**src/rtl/sos_coeff_update_ctrl.sv**
```systemverilog
// rtl/sos_coeff_update_ctrl.sv - shadow/active coefficient bank controller for the SOS IIR cascade
//
// Purpose: collects serial coefficient writes into a shadow bank. A commit arms a
// swap, and the whole bank is copied to the active bank at the next sample strobe.
// The cascade therefore never sees a half-updated coefficient set.
// Build option SOS_FLUSH_ON_SWAP_EN: when it is defined, the cascade delay lines are held
// in reset for FLUSH_CYC cycles after every swap.
//
// Ports:
//   clk_i, rst_i        clock, synchronous active-high reset
//   sample_en_i         sample strobe from the front end
//   wr_valid_i/ready_o  coefficient write handshake (ready also gates commit)
//   wr_sec_i/idx_i      target section 1..IIR_SOS_NUM, index 0=b0 1=b1 2=b2 3=a1 4=a2
//   wr_data_i           coefficient value
//   commit_i            request bank swap
//   busy_o              swap pending or flush running
//   swap_done_o         one-cycle pulse, new bank live
//   err_o               sticky illegal-write flag, cleared by reset or accepted commit
//   en_o                cascade enable (combinational)
//   iir_rst_no          active-low cascade reset
//   coeff_o             active bank, [section IIR_SOS_NUM:1][index 4:0][COF_WD-1:0]

module sos_coeff_update_ctrl #(
  parameter int IIR_SOS_NUM = 4,
  parameter int COF_WD      = 16,
  parameter int FLUSH_CYC   = 2
) (
  input  logic                                          clk_i,
  input  logic                                          rst_i,
  input  logic                                          sample_en_i,
  input  logic                                          wr_valid_i,
  output logic                                          wr_ready_o,
  input  logic [3:0]                                    wr_sec_i,
  input  logic [2:0]                                    wr_idx_i,
  input  logic [COF_WD-1:0]                             wr_data_i,
  input  logic                                          commit_i,
  output logic                                          busy_o,
  output logic                                          swap_done_o,
  output logic                                          err_o,
  output logic                                          en_o,
  output logic                                          iir_rst_no,
  output logic [IIR_SOS_NUM:1][4:0][COF_WD-1:0]         coeff_o
);

  if (IIR_SOS_NUM < 1 || IIR_SOS_NUM > 15 || FLUSH_CYC < 1 || FLUSH_CYC > 15) begin : g_bad_param
    $error("sos_coeff_update_ctrl: IIR_SOS_NUM and FLUSH_CYC must be in 1..15");
  end

`ifdef SOS_FLUSH_ON_SWAP_EN
  typedef enum logic [1:0] {IDLE, ARMED, FLUSH} state_t;
`else
  typedef enum logic [1:0] {IDLE, ARMED} state_t;
`endif

  state_t state_q, state_d;
  logic [IIR_SOS_NUM:1][4:0][COF_WD-1:0] shadow_q;

  logic wr_acc, wr_legal, commit_acc, swap;
  logic next_flush;

  always_comb begin
    wr_acc     = (state_q == IDLE) && wr_valid_i;
    wr_legal   = (wr_sec_i != 4'd0) && (wr_sec_i <= 4'(IIR_SOS_NUM)) && (wr_idx_i <= 3'd4);
    commit_acc = (state_q == IDLE) && commit_i;
    swap       = (state_q == ARMED) && sample_en_i;
  end

`ifdef SOS_FLUSH_ON_SWAP_EN
  logic [3:0] flush_cnt_q;

  // Counts the remaining flush cycles; loaded at the swap edge, so FLUSH lasts
  // exactly FLUSH_CYC cycles.
  always_ff @(posedge clk_i) begin
    if (rst_i) begin
      flush_cnt_q <= 4'd0;
    end else if (swap) begin
      flush_cnt_q <= 4'(FLUSH_CYC - 1);
    end else if (state_q == FLUSH && flush_cnt_q != 4'd0) begin
      flush_cnt_q <= flush_cnt_q - 4'd1;
    end
  end
`endif

  always_comb begin
    state_d    = state_q;
    next_flush = 1'b0;
    en_o       = sample_en_i;
    case (state_q)
      IDLE: begin
        if (commit_i) state_d = ARMED;
      end
      ARMED: begin
`ifdef SOS_FLUSH_ON_SWAP_EN
        if (sample_en_i) state_d = FLUSH;
`else
        if (sample_en_i) state_d = IDLE;
`endif
      end
`ifdef SOS_FLUSH_ON_SWAP_EN
      FLUSH: begin
        en_o = 1'b0;
        if (flush_cnt_q == 4'd0) state_d = IDLE;
      end
`endif
      default: state_d = IDLE;
    endcase
`ifdef SOS_FLUSH_ON_SWAP_EN
    next_flush = (state_d == FLUSH);
`endif
  end

  always_ff @(posedge clk_i) begin
    if (rst_i) begin
      state_q     <= IDLE;
      shadow_q    <= '0;
      coeff_o     <= '0;
      wr_ready_o  <= 1'b1;
      busy_o      <= 1'b0;
      swap_done_o <= 1'b0;
      err_o       <= 1'b0;
      iir_rst_no  <= 1'b0;
    end else begin
      state_q <= state_d;
      // Loop compare instead of direct indexing keeps out-of-range addresses harmless.
      if (wr_acc && wr_legal) begin
        for (int s = 1; s <= IIR_SOS_NUM; s++) begin
          for (int k = 0; k < 5; k++) begin
            if (wr_sec_i == 4'(s) && wr_idx_i == 3'(k)) shadow_q[s][k] <= wr_data_i;
          end
        end
      end
      if (swap) coeff_o <= shadow_q;
      wr_ready_o  <= (state_d == IDLE);
      busy_o      <= (state_d != IDLE);
      swap_done_o <= swap;
      // A commit clears the flag, but an illegal write in the same cycle re-raises it.
      if (wr_acc && !wr_legal) begin
        err_o <= 1'b1;
      end else if (commit_acc) begin
        err_o <= 1'b0;
      end
      iir_rst_no <= !next_flush;
    end
  end

endmodule

```
**config.mk**
```make
export PLATFORM = sky130hd
export DESIGN_NAME = sos_coeff_update_ctrl
export DESIGN_NICKNAME = d
export VERILOG_FILES = /design/src/rtl/sos_coeff_update_ctrl.sv
export SDC_FILE = /design/constraint.sdc
export NUM_CORES = 1
export LEC_CHECK = 0
export BUFFER_PORTS_ARGS = -buffer_cell sky130_fd_sc_hd__buf_4
export CAP_MARGIN = 25
export CORE_AREA = 5 5 232 189
export DETAILED_ROUTE_END_ITERATION = 10
export DIE_AREA = 0 0 237 194
export PLACE_DENSITY = 0.78
export RECOVER_POWER = 100
export SETUP_SLACK_MARGIN = 0.5
export SYNTH_ARGS = -nofsm -noshare
export SYNTH_HDL_FRONTEND = slang
export SYNTH_SLANG_ARGS = --single-unit
```
**constraint.sdc**
```tcl
create_clock -name clk_i -period 2.96 [get_ports clk_i]
set_clock_uncertainty 0.2 [all_clocks]
set_input_delay 0.592 -clock clk_i [delete_from_list [all_inputs] [get_ports clk_i]]
set_output_delay 0.592 -clock clk_i [all_outputs]
set_load 0.05 [all_outputs]
```
---- Yosys cells after proc, flatten, opt, wreduce, memory -nomap -nowiden ----
Index checks and enable logic that the tools add are counted.
storage, ports and cells
  output and inout port bits .............. 326
  word-level logic and storage cells ...... 117
  flip-flop bits (word level) ............. 647
operators by class
  magnitude comparators ................... 2
  reductions and logical operators ........ 54
  equality and inequality tests ........... 9
  multiplexer cells ....................... 6
operators by type and width
  kind                  count
  $reduce_and A2 Y1     20
  $logic_and A1 B1 Y1   27
  $eq A4 B2 Y1 const B  2
  $eq A3 B2 Y1 const B  2
  $eq A4 B1 Y1 const B  1
  $eq A4 B3 Y1 const B  1
  $le A4 B3 Y1 const B  1
  $logic_not A2 Y1      2
  $mux W2               2
  $pmux W2 S2           1
  $reduce_bool A2 Y1    2
  $reduce_bool A4 Y1    1
  $eq A3 B1 Y1 const B  1
  $eq A3 B3 Y1 const B  1
  $le A3 B3 Y1 const B  1
  $logic_not A3 Y1      1
  $mux W1               3
  $eq A2 B1 Y1 const B  1
  $logic_not A1 Y1      1

---- Depth between registers and ports, before layout ----
  depth after elaboration ................. 6
  mapped depth ............................ 7

---- Worst setup path after synthesis ----
No wires, ideal clock.
  path kind ............................... input -> register
  from .................................... input wr_idx_i[2]
  to ...................................... register shadow_q[21] (netlist bit)
  path slack .............................. 0.644 ns
  path buffers ............................ 3
  setup time .............................. 0.132 ns
  stages .................................. 6
  data arrival time ....................... 1.984 ns
  data required time ...................... 2.628 ns
  cells stage by stage .................... buf_2 nor4b_4 buf_6 nand3_2 buf_6 mux2i_1
between the ends
  longest elaborated chain between the ends .. 4
  elaborated cells on any way between the ends .. 6
  classes of those cells .................. order compare: 1; eq/ne: 1; reduce/logical: 4
ends and longest elaborated chain
  item                                  line  text
  from (decl)                           34    input logic [2:0] wr_idx_i,
  $le A3 B3 Y1                          63    wr_legal = (wr_sec_i != 4'd0) && (wr_sec_i <= 4'(IIR_SOS_NUM)) && (wr_idx_i <= 3'd4);
  $logic_and A1 B1 Y1                   63
  $logic_and A1 B1 Y1                   125   if (wr_acc && wr_legal) begin
  $reduce_and A2 Y1 (no source line) *  --
  to (signal, indexed assignment)       128   if (wr_sec_i == 4'(s) && wr_idx_i == 3'(k)) shadow_q[s][k] <= wr_data_i;
  to (decl)                             56    logic [IIR_SOS_NUM:1][4:0][COF_WD-1:0] shadow_q;
Mark *: on every way between the ends. The rest lies on a longest branch, timed or not.
A chain may end at the register's enable or synchronous reset.

---- Worst setup path after layout ----
  from .................................... register state_q[1]
  to ...................................... register shadow_q[269] (netlist bit)
between the ends
  longest elaborated chain between the ends .. 4
ends and longest elaborated chain
  item                                line  text
  from (decl)                         55    state_t state_q, state_d;
  from (signal assigned)              123   state_q <= state_d;
  $logic_not A2 Y1                    62    wr_acc = (state_q == IDLE) && wr_valid_i;
  $logic_and A1 B1 Y1                 62
  $logic_and A1 B1 Y1                 125
  $reduce_and A2 Y1 (no source line)  --
Every way passes these cells.

==> key figures <==
Run status
  – Status: complete, no violations

Global route
  – Initial antenna violation count: 0
  – GRT Util Overall: between 20% and 30%
  – First-pass GRT wire length: approximately 100000 microns
  – Largest net degree at the start of global routing: about 150
  – Grt ovf: 0
  – Vias in the first global route: 18214

Critical path
  – Critical Path Sink: shadow_q[269]
  – CP Class: flop to flop
  – Crit. End Element: flop
  – Req. time, crit path: 3.28 ns
  – Launch point of the worst reg-to-reg path: state_q[1]
  – Crit path DAT: between 2 and 3 ns
  – Worst reg-to-reg setup slack: about 0.46 ns
  – FF-to-FF path depth: 5
  – Worst Setup SP: state_q[1]
  – Crit Path Max Fanout: 16
  – Setup crit start kind: flop
  – Critical R2R Capture: shadow_q[269]

Timing
  – Max_slew headroom: between 20% and 30%
  – Fin Setup TNS: 0 ns
  – Max Fclk: around 400 MHz
  – RSZ-0062 raised after global routing: no
  – Tmin final: between 2 and 3 ns
  – Final setup fails: 0
  – Final-report max-slew violation count: 0
  – Period utilisation layout: 84.46%
  – Final Hold Fails: 0
  – Worst slew pin tran: between 1 and 1.5 ns

Drt
  – Number of DRC markers in iteration 0: 1672
  – Drt pass-1 iters: 6
  – Met1 WL: 28420 microns
  – Avg WL per Cell: 19.76 microns
  – Met3 Routed Length: 5129 microns
  – Vias per inst: 5.483
  – Drt total wl: 66790 microns
  – Met2 routed WL: roughly 31000 microns
  – Via count: 18531
  – DRC viols: 0
  – Top Layer Used: met4
  – Number of nets with antenna violations after routing: 0

Logic synthesis
  – Cells after Synth: ~2500
  – Cell Area, Synth: between 20000 and 25000 sq um
  – Sequential share of the synthesized area: 56.65%
  – Seq cells post-synth: approximately 650
  – Ys Warns: 0
  – Synth Net Count: roughly 2500
  – Netlist cell types: 31
  – Avg Cell Area, Syn: slightly above 9 sq um

Floorplan
  – Num ports: 354
  – Die Span X: 237 microns
  – FP Rows: 67
  – Initial Utilization: 55.32%
  – Die area: roughly 46000 sq um
  – Chip height: between 150 and 200 microns
  – Core area: between 40000 and 50000 sq um

Clock tree
  – PostCTS Resize Cnt: 0
  – Root Driver: clkbuf_16
  – Hold_buf cts: 0
  – # clock sinks: between 600 and 700
  – Post-CTS setup buffers: 0
  – Skew-Pair Late Insertion Delay: roughly 0.6 ns
  – Bufs on Longest Clock Path: 3
  – Total CTS buffers: 60
  – H-tree depth: 2
  – CTS tree: yes
  – Worst-path clk slew: 0.06 ns

Pwr
  – Pleak: around 0.011 uW
  – Power Dens Cells: ~650 nW/um^2
  – VDD IR max: roughly 420 uV
  – Total power: about 17000 uW

Cells and area
  – N_diodes: 0
  – Synthesis-to-finish area growth: 16.71%
  – Fin util: between 60% and 70%
  – Nets: roughly 2800
  – Layout cell share with drive strength beyond 1: a little over 7%

Placed design
  – Gpl congestion: roughly 0.78
  – HPWL after DPL: ~41000 microns
  – I/O Buffers: approximately 350

Run
  – Maxcap violations: 0

Worst hold path
  – Worst Hold Class: primary input to flop
worst min-delay path by stage:
stage                             start           end  slack (ns)  cells past startpoint
final                             rst_i  coeff_o[310]        0.18                      2
after global routing        sample_en_i    state_q[0]        0.17                      3
after CTS                         rst_i  coeff_o[239]        0.15                      2
after detailed placement   shadow_q[92]   coeff_o[92]        0.24                      2
after global placement     shadow_q[93]   coeff_o[93]        0.24                      2
after floorplan           shadow_q[109]  coeff_o[109]        0.23                      2
metal layers:
metal	track usage, %	vias to the layer above
met1	37.22	9008
li1	-	8696
met2	44.64	691
met3	5.105	136
met4	9.468	0
met5	0	-
power breakdown:
part	leakage, uW	switching [uW]	internal [uW]	total (uW)
combinational	0.00486	420	98.4	519
sequential	0.00521	7.33	8710	8720
clock	0.00104	3290	4820	8110
area by class of cell:
type	count	area (sq um)
timing repair buffer	406	1937
sequential	647	12950
clock buffer	90	1805
inverter	2	15.01
tap	552	690.7
multi-input combinational	1661	8977
fill	3634	14650
clock inverter	22	304.0
cells in the mapped netlist:
master | count | area, sq um
buf_4 | 9 | 67.56
nand3_2 | 3 | 30.03
and3b_1 | 1 | 8.760
nor2_2 | 1 | 6.260
a21oi_1 | 321 | 1607
nor4b_4 | 4 | 95.09
o41ai_1 | 1 | 8.760
nand3_4 | 3 | 52.55
and2_1 | 1 | 6.260
nand4_2 | 8 | 100.1
nor3b_2 | 1 | 12.51
or3_1 | 1 | 6.260
conb_1 | 1 | 3.750
nor3_1 | 3 | 15.01
buf_2 | 8 | 40.04
nor2_1 | 1 | 3.750
nand2_1 | 976 | 3664
dfxtp_1 | 647 | 12950
buf_6 | 10 | 112.6
and3_1 | 1 | 6.260
mux2i_1 | 320 | 3203
nor2b_1 | 2 | 12.51
inv_1 | 2 | 7.510
o31ai_1 | 1 | 7.510
and4bb_2 | 1 | 12.51
o21ai_2 | 1 | 8.760
nand4_4 | 5 | 106.4
o21a_1 | 2 | 15.01
nand3b_1 | 1 | 7.510
clkbuf_1 | 179 | 671.9
mux2_2 | 1 | 11.26
flip-flops by register name, indices dropped and copies added (netlist names):
| name | cells |
|---|---|
| busy_o | 1 |
| err_o | 1 |
| wr_ready_o | 1 |
| swap_done_o | 1 |
| iir_rst_no | 1 |
| shadow_q | 320 |
| coeff_o | 320 |
| state_q | 2 |
cell usage in the layout (no fill, tap or decap), drive strengths merged, types with 2 or more instances in the layout:
cell type / n
nor2: 2
inv: 4
clkbuf: 433
mux2i: 320
buf: 63
o21a: 2
nor3: 3
clkinv: 10
nor2b: 2
clkinvlp: 3
bufinv: 7
dfxtp: 647
nand2: 976
nor4b: 4
a21oi: 321
nand3: 6
nand4: 13
through the flow:
stage          cells  worst slack, ns  area (sq um)  hold slack [ns]
2_1_floorplan   2516           0.6436         22860           0.2322
3_3_place_gp    3268           0.5612         25880           0.2363
3_5_place_dp    3268           0.4859         25880           0.2425
4_1_cts         3380           0.7472         27990           0.1523
5_1_grt         3380           0.3191         26680           0.1651
6_report        3380           0.4600         26680           0.1756
critical path, cell delays in order, from the launching register on:
cell and delay [ns]:
dfxtp_1 0.43, nor4b_4 0.30, clkbuf_2 0.53, nand4_1 0.20
clkbuf_2 0.45, mux2i_1 0.29
kinds of logic after synthesis:
| logic type | after synthesis | synth area share, % |
|---|---|---|
| AND/OR/NAND/NOR | 1013 | 18.13 |
| flip-flops | 647 | 56.65 |
| AO/OA/AOI/OAI | 326 | 7.202 |
| multiplexers | 321 | 14.06 |
| buffers and inverters | 208 | 3.935 |
| other | 1 | 0.01640 |
(Power assumes the default switching activity.)
